File: config.mk
export PLATFORM = sky130hd
export DESIGN_NAME = md4_iter_ctrl_flat
export DESIGN_NICKNAME = d
export VERILOG_FILES = /design/src/rtl/md4_pkg.sv /design/src/rtl/md4_iter_ctrl_if.sv /design/src/rtl/md4_step.sv /design/src/rtl/md4_iter_ctrl.sv /design/src/flat_wrapper.sv
export SDC_FILE = /design/constraint.sdc
export NUM_CORES = 2
export LEC_CHECK = 0
export CORE_ASPECT_RATIO = 1.25
export CORE_MARGIN = 2
export CORE_UTILIZATION = 41
export DETAILED_ROUTE_END_ITERATION = 6
export GPL_TIMING_DRIVEN = 0
export PLACE_DENSITY_LB_ADDON = 0.1
export SYNTH_ARGS = -nofsm -noshare
export SYNTH_HDL_FRONTEND = slang
export SYNTH_SLANG_ARGS = --single-unit
File: constraint.sdc
create_clock -name clk -period 77.2 [get_ports clk]
set_input_delay 7.72 -clock clk [delete_from_list [all_inputs] [get_ports clk]]
set_output_delay 7.72 -clock clk [all_outputs]
set_load 0.03 [all_outputs]
File: src/rtl/md4_pkg.sv
// md4_pkg: shared constants and types for the sequential MD4 compression controller.
//   - IV words, per-round additive constants K
//   - per-round rotate amounts and the round-3 message word order
//   - controller FSM state enum and the step -> message word index helper
package md4_pkg;

    typedef enum logic [1:0] {StIdle, StRun, StFinal, StDone} md4_state_e;

    localparam logic [31:0] IvA = 32'h67452301;
    localparam logic [31:0] IvB = 32'hefcdab89;
    localparam logic [31:0] IvC = 32'h98badcfe;
    localparam logic [31:0] IvD = 32'h10325476;

    localparam logic [31:0] RoundK [3] = '{32'h00000000, 32'h5A827999, 32'h6ED9EBA1};

    // Rotate amount per round, indexed by step % 4.
    localparam logic [4:0] ShiftTbl [3][4] = '{
        '{5'd3, 5'd7, 5'd11, 5'd19},
        '{5'd3, 5'd5, 5'd9,  5'd13},
        '{5'd3, 5'd9, 5'd11, 5'd15}
    };

    localparam logic [3:0] R2Idx [16] = '{
        4'd0, 4'd8, 4'd4, 4'd12, 4'd2, 4'd10, 4'd6, 4'd14,
        4'd1, 4'd9, 4'd5, 4'd13, 4'd3, 4'd11, 4'd7, 4'd15
    };

    // Message word used by step 0..47.
    function automatic logic [3:0] md4_word_idx(input logic [5:0] step);
        case (step[5:4])
            2'd0:    return step[3:0];
            2'd1:    return {step[1:0], step[3:2]};  // (i%4)*4 + (i%16)/4
            default: return R2Idx[step[3:0]];
        endcase
    endfunction

endpackage

File: src/rtl/md4_iter_ctrl_if.sv
// md4_iter_ctrl_if: message-in / digest-out handshake bundle of md4_iter_ctrl.
//   msg_valid/msg_ready/msg_data (+ msg_first when MD4_MULTIBLOCK_EN is defined),
//   dig_valid/dig_ready/digest, busy.
//   slave modport = controller view, master modport = producer/consumer view.
interface md4_iter_ctrl_if;
    logic         msg_valid;
    logic         msg_ready;
    logic [511:0] msg_data;
`ifdef MD4_MULTIBLOCK_EN
    logic         msg_first;
`endif
    logic         dig_valid;
    logic         dig_ready;
    logic [127:0] digest;
    logic         busy;

`ifdef MD4_MULTIBLOCK_EN
    modport slave (
        input  msg_valid, msg_data, msg_first, dig_ready,
        output msg_ready, dig_valid, digest, busy
    );
    modport master (
        output msg_valid, msg_data, msg_first, dig_ready,
        input  msg_ready, dig_valid, digest, busy
    );
`else
    modport slave (
        input  msg_valid, msg_data, dig_ready,
        output msg_ready, dig_valid, digest, busy
    );
    modport master (
        output msg_valid, msg_data, dig_ready,
        input  msg_ready, dig_valid, digest, busy
    );
`endif
endinterface

File: src/rtl/md4_step.sv
// md4_step: one combinational MD4 step, new = rotl(a + f(b,c,d) + x + K[round], s).
//   a_i..d_i  working words      x_i     message word
//   round_i   0=F, 1=G, 2=H      s_i     rotate amount
//   new_o     step result
module md4_step
    import md4_pkg::*;
(
    input  logic [31:0] a_i,
    input  logic [31:0] b_i,
    input  logic [31:0] c_i,
    input  logic [31:0] d_i,
    input  logic [31:0] x_i,
    input  logic [1:0]  round_i,
    input  logic [4:0]  s_i,
    output logic [31:0] new_o
);
    logic [31:0] f;
    logic [31:0] k;
    logic [31:0] sum;

    always_comb begin
        f = b_i ^ c_i ^ d_i;
        k = RoundK[2];
        case (round_i)
            2'd0: begin
                f = (b_i & c_i) | (~b_i & d_i);
                k = RoundK[0];
            end
            2'd1: begin
                f = (b_i & c_i) | (b_i & d_i) | (c_i & d_i);
                k = RoundK[1];
            end
            default: ;
        endcase
        sum   = a_i + f + x_i + k;
        new_o = (sum << s_i) | (sum >> (6'd32 - {1'b0, s_i}));
    end

endmodule

File: src/rtl/md4_iter_ctrl.sv
// md4_iter_ctrl: sequential MD4 compression, one step per clock over a shared md4_step.
//   clk, rst (async, active high)
//   md4_bus (slave): message handshake in, digest handshake out, busy.
// Optional feature macro MD4_MULTIBLOCK_EN: adds msg_first and chains blocks through the
// previous digest; without it every block hashes from the IV.
module md4_iter_ctrl
    import md4_pkg::*;
(
    input logic            clk,
    input logic            rst,
    md4_iter_ctrl_if.slave md4_bus
);
    md4_state_e   state_q, state_d;
    logic [5:0]   step_q, step_d;
    logic [511:0] msg_q, msg_d;
    logic [31:0]  a_q, b_q, c_q, d_q, a_d, b_d, c_d, d_d;
    logic [31:0]  ch_a_q, ch_b_q, ch_c_q, ch_d_q, ch_a_d, ch_b_d, ch_c_d, ch_d_d;
    logic [127:0] digest_q, digest_d;

    logic [1:0]   round;
    logic [3:0]   word_idx;
    logic [31:0]  step_x;
    logic [31:0]  step_new;
    logic [31:0]  sum_a, sum_b, sum_c, sum_d;

    // step_q reaches 48 in FINAL; clamp so the table lookup stays in range.
    assign round    = (step_q[5:4] == 2'd3) ? 2'd2 : step_q[5:4];
    assign word_idx = md4_word_idx(step_q);
    assign step_x   = msg_q[{word_idx, 5'd0} +: 32];

    md4_step u_step (
        .a_i    (a_q),
        .b_i    (b_q),
        .c_i    (c_q),
        .d_i    (d_q),
        .x_i    (step_x),
        .round_i(round),
        .s_i    (ShiftTbl[round][step_q[1:0]]),
        .new_o  (step_new)
    );

    assign sum_a = ch_a_q + a_q;
    assign sum_b = ch_b_q + b_q;
    assign sum_c = ch_c_q + c_q;
    assign sum_d = ch_d_q + d_q;

    always_comb begin
        state_d  = state_q;
        step_d   = step_q;
        msg_d    = msg_q;
        a_d      = a_q;
        b_d      = b_q;
        c_d      = c_q;
        d_d      = d_q;
        ch_a_d   = ch_a_q;
        ch_b_d   = ch_b_q;
        ch_c_d   = ch_c_q;
        ch_d_d   = ch_d_q;
        digest_d = digest_q;
        case (state_q)
            StIdle: begin
                if (md4_bus.msg_valid) begin
                    msg_d   = md4_bus.msg_data;
                    step_d  = 6'd0;
                    state_d = StRun;
                    a_d     = ch_a_q;
                    b_d     = ch_b_q;
                    c_d     = ch_c_q;
                    d_d     = ch_d_q;
`ifdef MD4_MULTIBLOCK_EN
                    if (md4_bus.msg_first) begin
                        ch_a_d = IvA;
                        ch_b_d = IvB;
                        ch_c_d = IvC;
                        ch_d_d = IvD;
                        a_d    = IvA;
                        b_d    = IvB;
                        c_d    = IvC;
                        d_d    = IvD;
                    end
`endif
                end
            end
            StRun: begin
                a_d    = d_q;
                b_d    = step_new;
                c_d    = b_q;
                d_d    = c_q;
                step_d = step_q + 6'd1;
                if (step_q == 6'd47) begin
                    state_d = StFinal;
                end
            end
            StFinal: begin
                digest_d = {sum_d, sum_c, sum_b, sum_a};
`ifdef MD4_MULTIBLOCK_EN
                ch_a_d = sum_a;
                ch_b_d = sum_b;
                ch_c_d = sum_c;
                ch_d_d = sum_d;
`else
                ch_a_d = IvA;
                ch_b_d = IvB;
                ch_c_d = IvC;
                ch_d_d = IvD;
`endif
                state_d = StDone;
            end
            StDone: begin
                if (md4_bus.dig_ready) begin
                    state_d = StIdle;
                end
            end
            default: state_d = StIdle;
        endcase
    end

    always_ff @(posedge clk or posedge rst) begin
        if (rst) begin
            state_q  <= StIdle;
            step_q   <= 6'd0;
            msg_q    <= '0;
            a_q      <= '0;
            b_q      <= '0;
            c_q      <= '0;
            d_q      <= '0;
            ch_a_q   <= IvA;
            ch_b_q   <= IvB;
            ch_c_q   <= IvC;
            ch_d_q   <= IvD;
            digest_q <= '0;
        end else begin
            state_q  <= state_d;
            step_q   <= step_d;
            msg_q    <= msg_d;
            a_q      <= a_d;
            b_q      <= b_d;
            c_q      <= c_d;
            d_q      <= d_d;
            ch_a_q   <= ch_a_d;
            ch_b_q   <= ch_b_d;
            ch_c_q   <= ch_c_d;
            ch_d_q   <= ch_d_d;
            digest_q <= digest_d;
        end
    end

    assign md4_bus.msg_ready = (state_q == StIdle);
    assign md4_bus.dig_valid = (state_q == StDone);
    assign md4_bus.busy      = (state_q == StRun) || (state_q == StFinal);
    assign md4_bus.digest    = digest_q;

endmodule
File: src/flat_wrapper.sv
// flat-port wrapper written by rule: the top's interface ports become plain ports
module md4_iter_ctrl_flat import md4_pkg::*;
  (clk, rst, md4_bus_msg_valid, md4_bus_msg_data, md4_bus_dig_ready, md4_bus_msg_ready, md4_bus_dig_valid, md4_bus_digest, md4_bus_busy);
  md4_iter_ctrl_if md4_bus_i ();
  input logic clk;
  input logic rst;
  input wire logic [$bits(md4_bus_i.msg_valid)-1:0] md4_bus_msg_valid;
  input wire logic [$bits(md4_bus_i.msg_data)-1:0] md4_bus_msg_data;
  input wire logic [$bits(md4_bus_i.dig_ready)-1:0] md4_bus_dig_ready;
  output wire logic [$bits(md4_bus_i.msg_ready)-1:0] md4_bus_msg_ready;
  output wire logic [$bits(md4_bus_i.dig_valid)-1:0] md4_bus_dig_valid;
  output wire logic [$bits(md4_bus_i.digest)-1:0] md4_bus_digest;
  output wire logic [$bits(md4_bus_i.busy)-1:0] md4_bus_busy;
  assign md4_bus_i.msg_valid = md4_bus_msg_valid;
  assign md4_bus_i.msg_data = md4_bus_msg_data;
  assign md4_bus_i.dig_ready = md4_bus_dig_ready;
  assign md4_bus_msg_ready = md4_bus_i.msg_ready;
  assign md4_bus_dig_valid = md4_bus_i.dig_valid;
  assign md4_bus_digest = md4_bus_i.digest;
  assign md4_bus_busy = md4_bus_i.busy;
  md4_iter_ctrl u_core (.clk(clk), .rst(rst), .md4_bus(md4_bus_i));
endmodule
==> run_results.csv <==
group,metric,value,unit
status,status,"finished, final reports clean",
synth,syn_area,0.0418,sq mm
critical_path,crit_type,"input port to register",
synth,yosys.area.top_type,"dfrtp_1",
critical_path,crit_arrival,11310,ps
clock_network,clock_latency,670,ps
global_route,track_usage,36.1,%
clock_network,cts_buffers,82,
cells_and_area,final_area,0.0530,sq mm
detailed_routing,wirelength,190,mm
detailed_routing,ant_nets,0,
floorplan,num_io_pins,647,
global_route,grt_util_met1,40.7,%
global_route,grt_overflow,0,
detailed_routing,drt_iter0_drc,3303,
synth,synth_common_cells,"1798 x nand2_1, 776 x dfrtp_1, 267 x clkbuf_1",
timing,relSlewSlack,6.10,%
synth,yosysTopAreaCellShare,46.4,%
synth,synth_edf_count,0,
floorplan,die_y,361,um
floorplan,initial_core_util,41.2,%
cells_and_area,drive_gt1_share,6.69,%
global_route,met3_usage,5.29,%
clock_network,numClockSinks,776,
place,dp_hpwl,153,mm
clock_network,cts.hold.buffers_added,0,
synth,syn_area_per_cell,9.07,sq um
global_route,grt_pass1_vias,38300,
timing,setup_viol,0,
floorplan,rows,131,
timing,period_share,13.9,%
floorplan,coreArea,0.102,sq mm
clock_network,path_clk_slew,60,ps
detailed_routing,routed_via_density,5.56,
job,max_cap_viol_count,0,
synth,ys_async_sr_fraction,100,%
floorplan,die_w,290,um
place,place.gp.congestion,1.00,
clock_network,cts-root-buf,"clkbuf_16",
timing,fin_crit,10730,ps
detailed_routing,vias,37600,
global_route,grt_pass1_wl,269,mm
synth,synth_flop_cell,"dfrtp_1",
place,io_buffers,646,
clock_network,h-tree-depth,3,
global_route,antenna_found_initial,20,
critical_path,worstSetupStartpointType,"input port",
timing,fin_worst_skew,33.8,ps
critical_path,worstPathRequired,77780,ps
clock_network,cts_setup_buffers,0,
timing,setup_tns,0,ps
synth,synth_most_common_cell,"nand2_1",
synth,synth.distinct_cells,80,
timing,max_freq,93.2,MHz
detailed_routing,dr.pass1.iters,6,
detailed_routing,drc,0,
synth,netlist_instances,4613,
global_route,grt_start_max_net_pins,129,
critical_path,crit_path_end_kind,"register",
clock_network,cts_tree,"built",
timing,hold_viol,0,
global_route,grtUsageMet2,62.7,%
cells_and_area,nFillCells,9794,
cells_and_area,fin_util,52.2,%
place,place_area,0.0502,sq mm
worst_hold_path,hold_path_class,"register to register",
cells_and_area,nets,6001,
synth,synth_area_leaders,"dfrtp_1 46%, nand2_1 16%, mux4_2 6.7%, fa_1 3.7%, a21oi_1 2.8%",
synth,ys_seq_area_share,46.4,%
clock_network,cts_resized,0,
detailed_routing,wl_per_cell,28.1,um
timing,slew_viol_final,0,
clock_network,cts_max_path_buffers,3,
cells_and_area,area_growth,26.7,%
global_route,busiest_layer,"met2",
synth,synthesis.nets,5264,
timing,tightest_slew,1410,ps
timing,rsz0062_at_grt,"no",
synth,synth-seq-cells,776,
floorplan,die-area,0.105,sq mm
synth,yosys_warnings,0,
critical_path,path_max_fanout,10,
## flip-flops by register name (all words and copies together) (netlist names)
register	cells
u_core.d_q	32
u_core.step_q	6
u_core.b_q	32
u_core.state_q	2
u_core.c_q	32
u_core.md4_bus.digest	128
u_core.a_q	32
u_core.msg_q	512
## critical path: stages
cell and delay (ps):
clkdlybuf4s50_1 510, nand2_1 80, clkbuf_1 430, o21ai_1 790, clkbuf_1 610, clkbuf_1 850
o32a_1 300
## per-stage QoR
step | setup slack, ps | hold slack [ps] | instances
after global routing | 66440 | 486 | 6747
final | 66470 | 471 | 6753
after global placement | 37570 | 452 | 6589
after detailed placement | 65890 | 457 | 6596
after floorplan | 47700 | 440 | 4613
after CTS | 66590 | 472 | 6743
## cells in the final DEF (no fill, tap or decap), types with 78 or more instances in the layout
| master | n |
|---|---|
| clkbuf_16 | 82 |
| fa_1 | 78 |
| mux2i_1 | 79 |
| dfrtp_1 | 776 |
| mux4_2 | 125 |
| clkdlybuf4s50_1 | 646 |
| a21oi_1 | 230 |
| clkbuf_1 | 278 |
| nor2_1 | 228 |
| o21ai_0 | 107 |
| inv_1 | 102 |
| nand2_1 | 1798 |
## per-layer routing
metal  up-vias  wire length [um]
met5         -               139
met1     18600             68300
met3       483             11000
li1      16900                 -
met4        20             15300
met2      1622             95300
## path summary, 6_finish.rpt
| path | from | slack [ps] | end | depth (start not counted) |
|---|---|---|---|---|
| worst max-delay path | md4_bus_msg_valid | 66470 | u_core.b_q[11]$_DFFE_PP0P_ | 7 |
| max in group asynchronous | rst | 67270 | u_core.msg_q[161]$_DFFE_PP0P_ | 6 |
| min in group asynchronous | rst | 7450 | u_core.md4_bus.digest[123]$_DFFE_PP0P_ | 2 |
| worst max register to register | u_core.step_q[5]$_DFFE_PP0P_ | 67300 | u_core.b_q[4]$_DFFE_PP0P_ | 26 |
| worst min register to register | u_core.msg_q[205]$_DFFE_PP0P_ | 470 | u_core.msg_q[205]$_DFFE_PP0P_ | 2 |
| worst min-delay path | u_core.msg_q[205]$_DFFE_PP0P_ | 470 | u_core.msg_q[205]$_DFFE_PP0P_ | 2 |
## kinds of logic after synthesis
family          after synthesis  synth area share [%]
xor+xnor                    131                  2.76
mux                         274                  10.5
simple gates               2217                  20.9
fa+ha+maj                   135                  5.44
flops                       776                  46.4
buf+inv                     415                  3.78
other cells                   1               0.00897
compound gates              664                  10.2
## cell type report
type                    count  area, sq um  share of cell area (%)
diodes                     10         25.0                  0.0472
plain buffers             309         1180                    2.23
clock buffers             109         2310                    4.36
clock inverters            38          503                   0.949
inverters                 106          405                   0.765
multi-input cells        3422        20800                    39.3
flip-flops and latches    776        19400                    36.6
well taps                1330         1660                    3.14
repair buffers            653         6660                    12.6
Power is left out: the tool's default activity adds up to more than one toggle a clock period on the data nets, which glitch-free logic cannot reach.
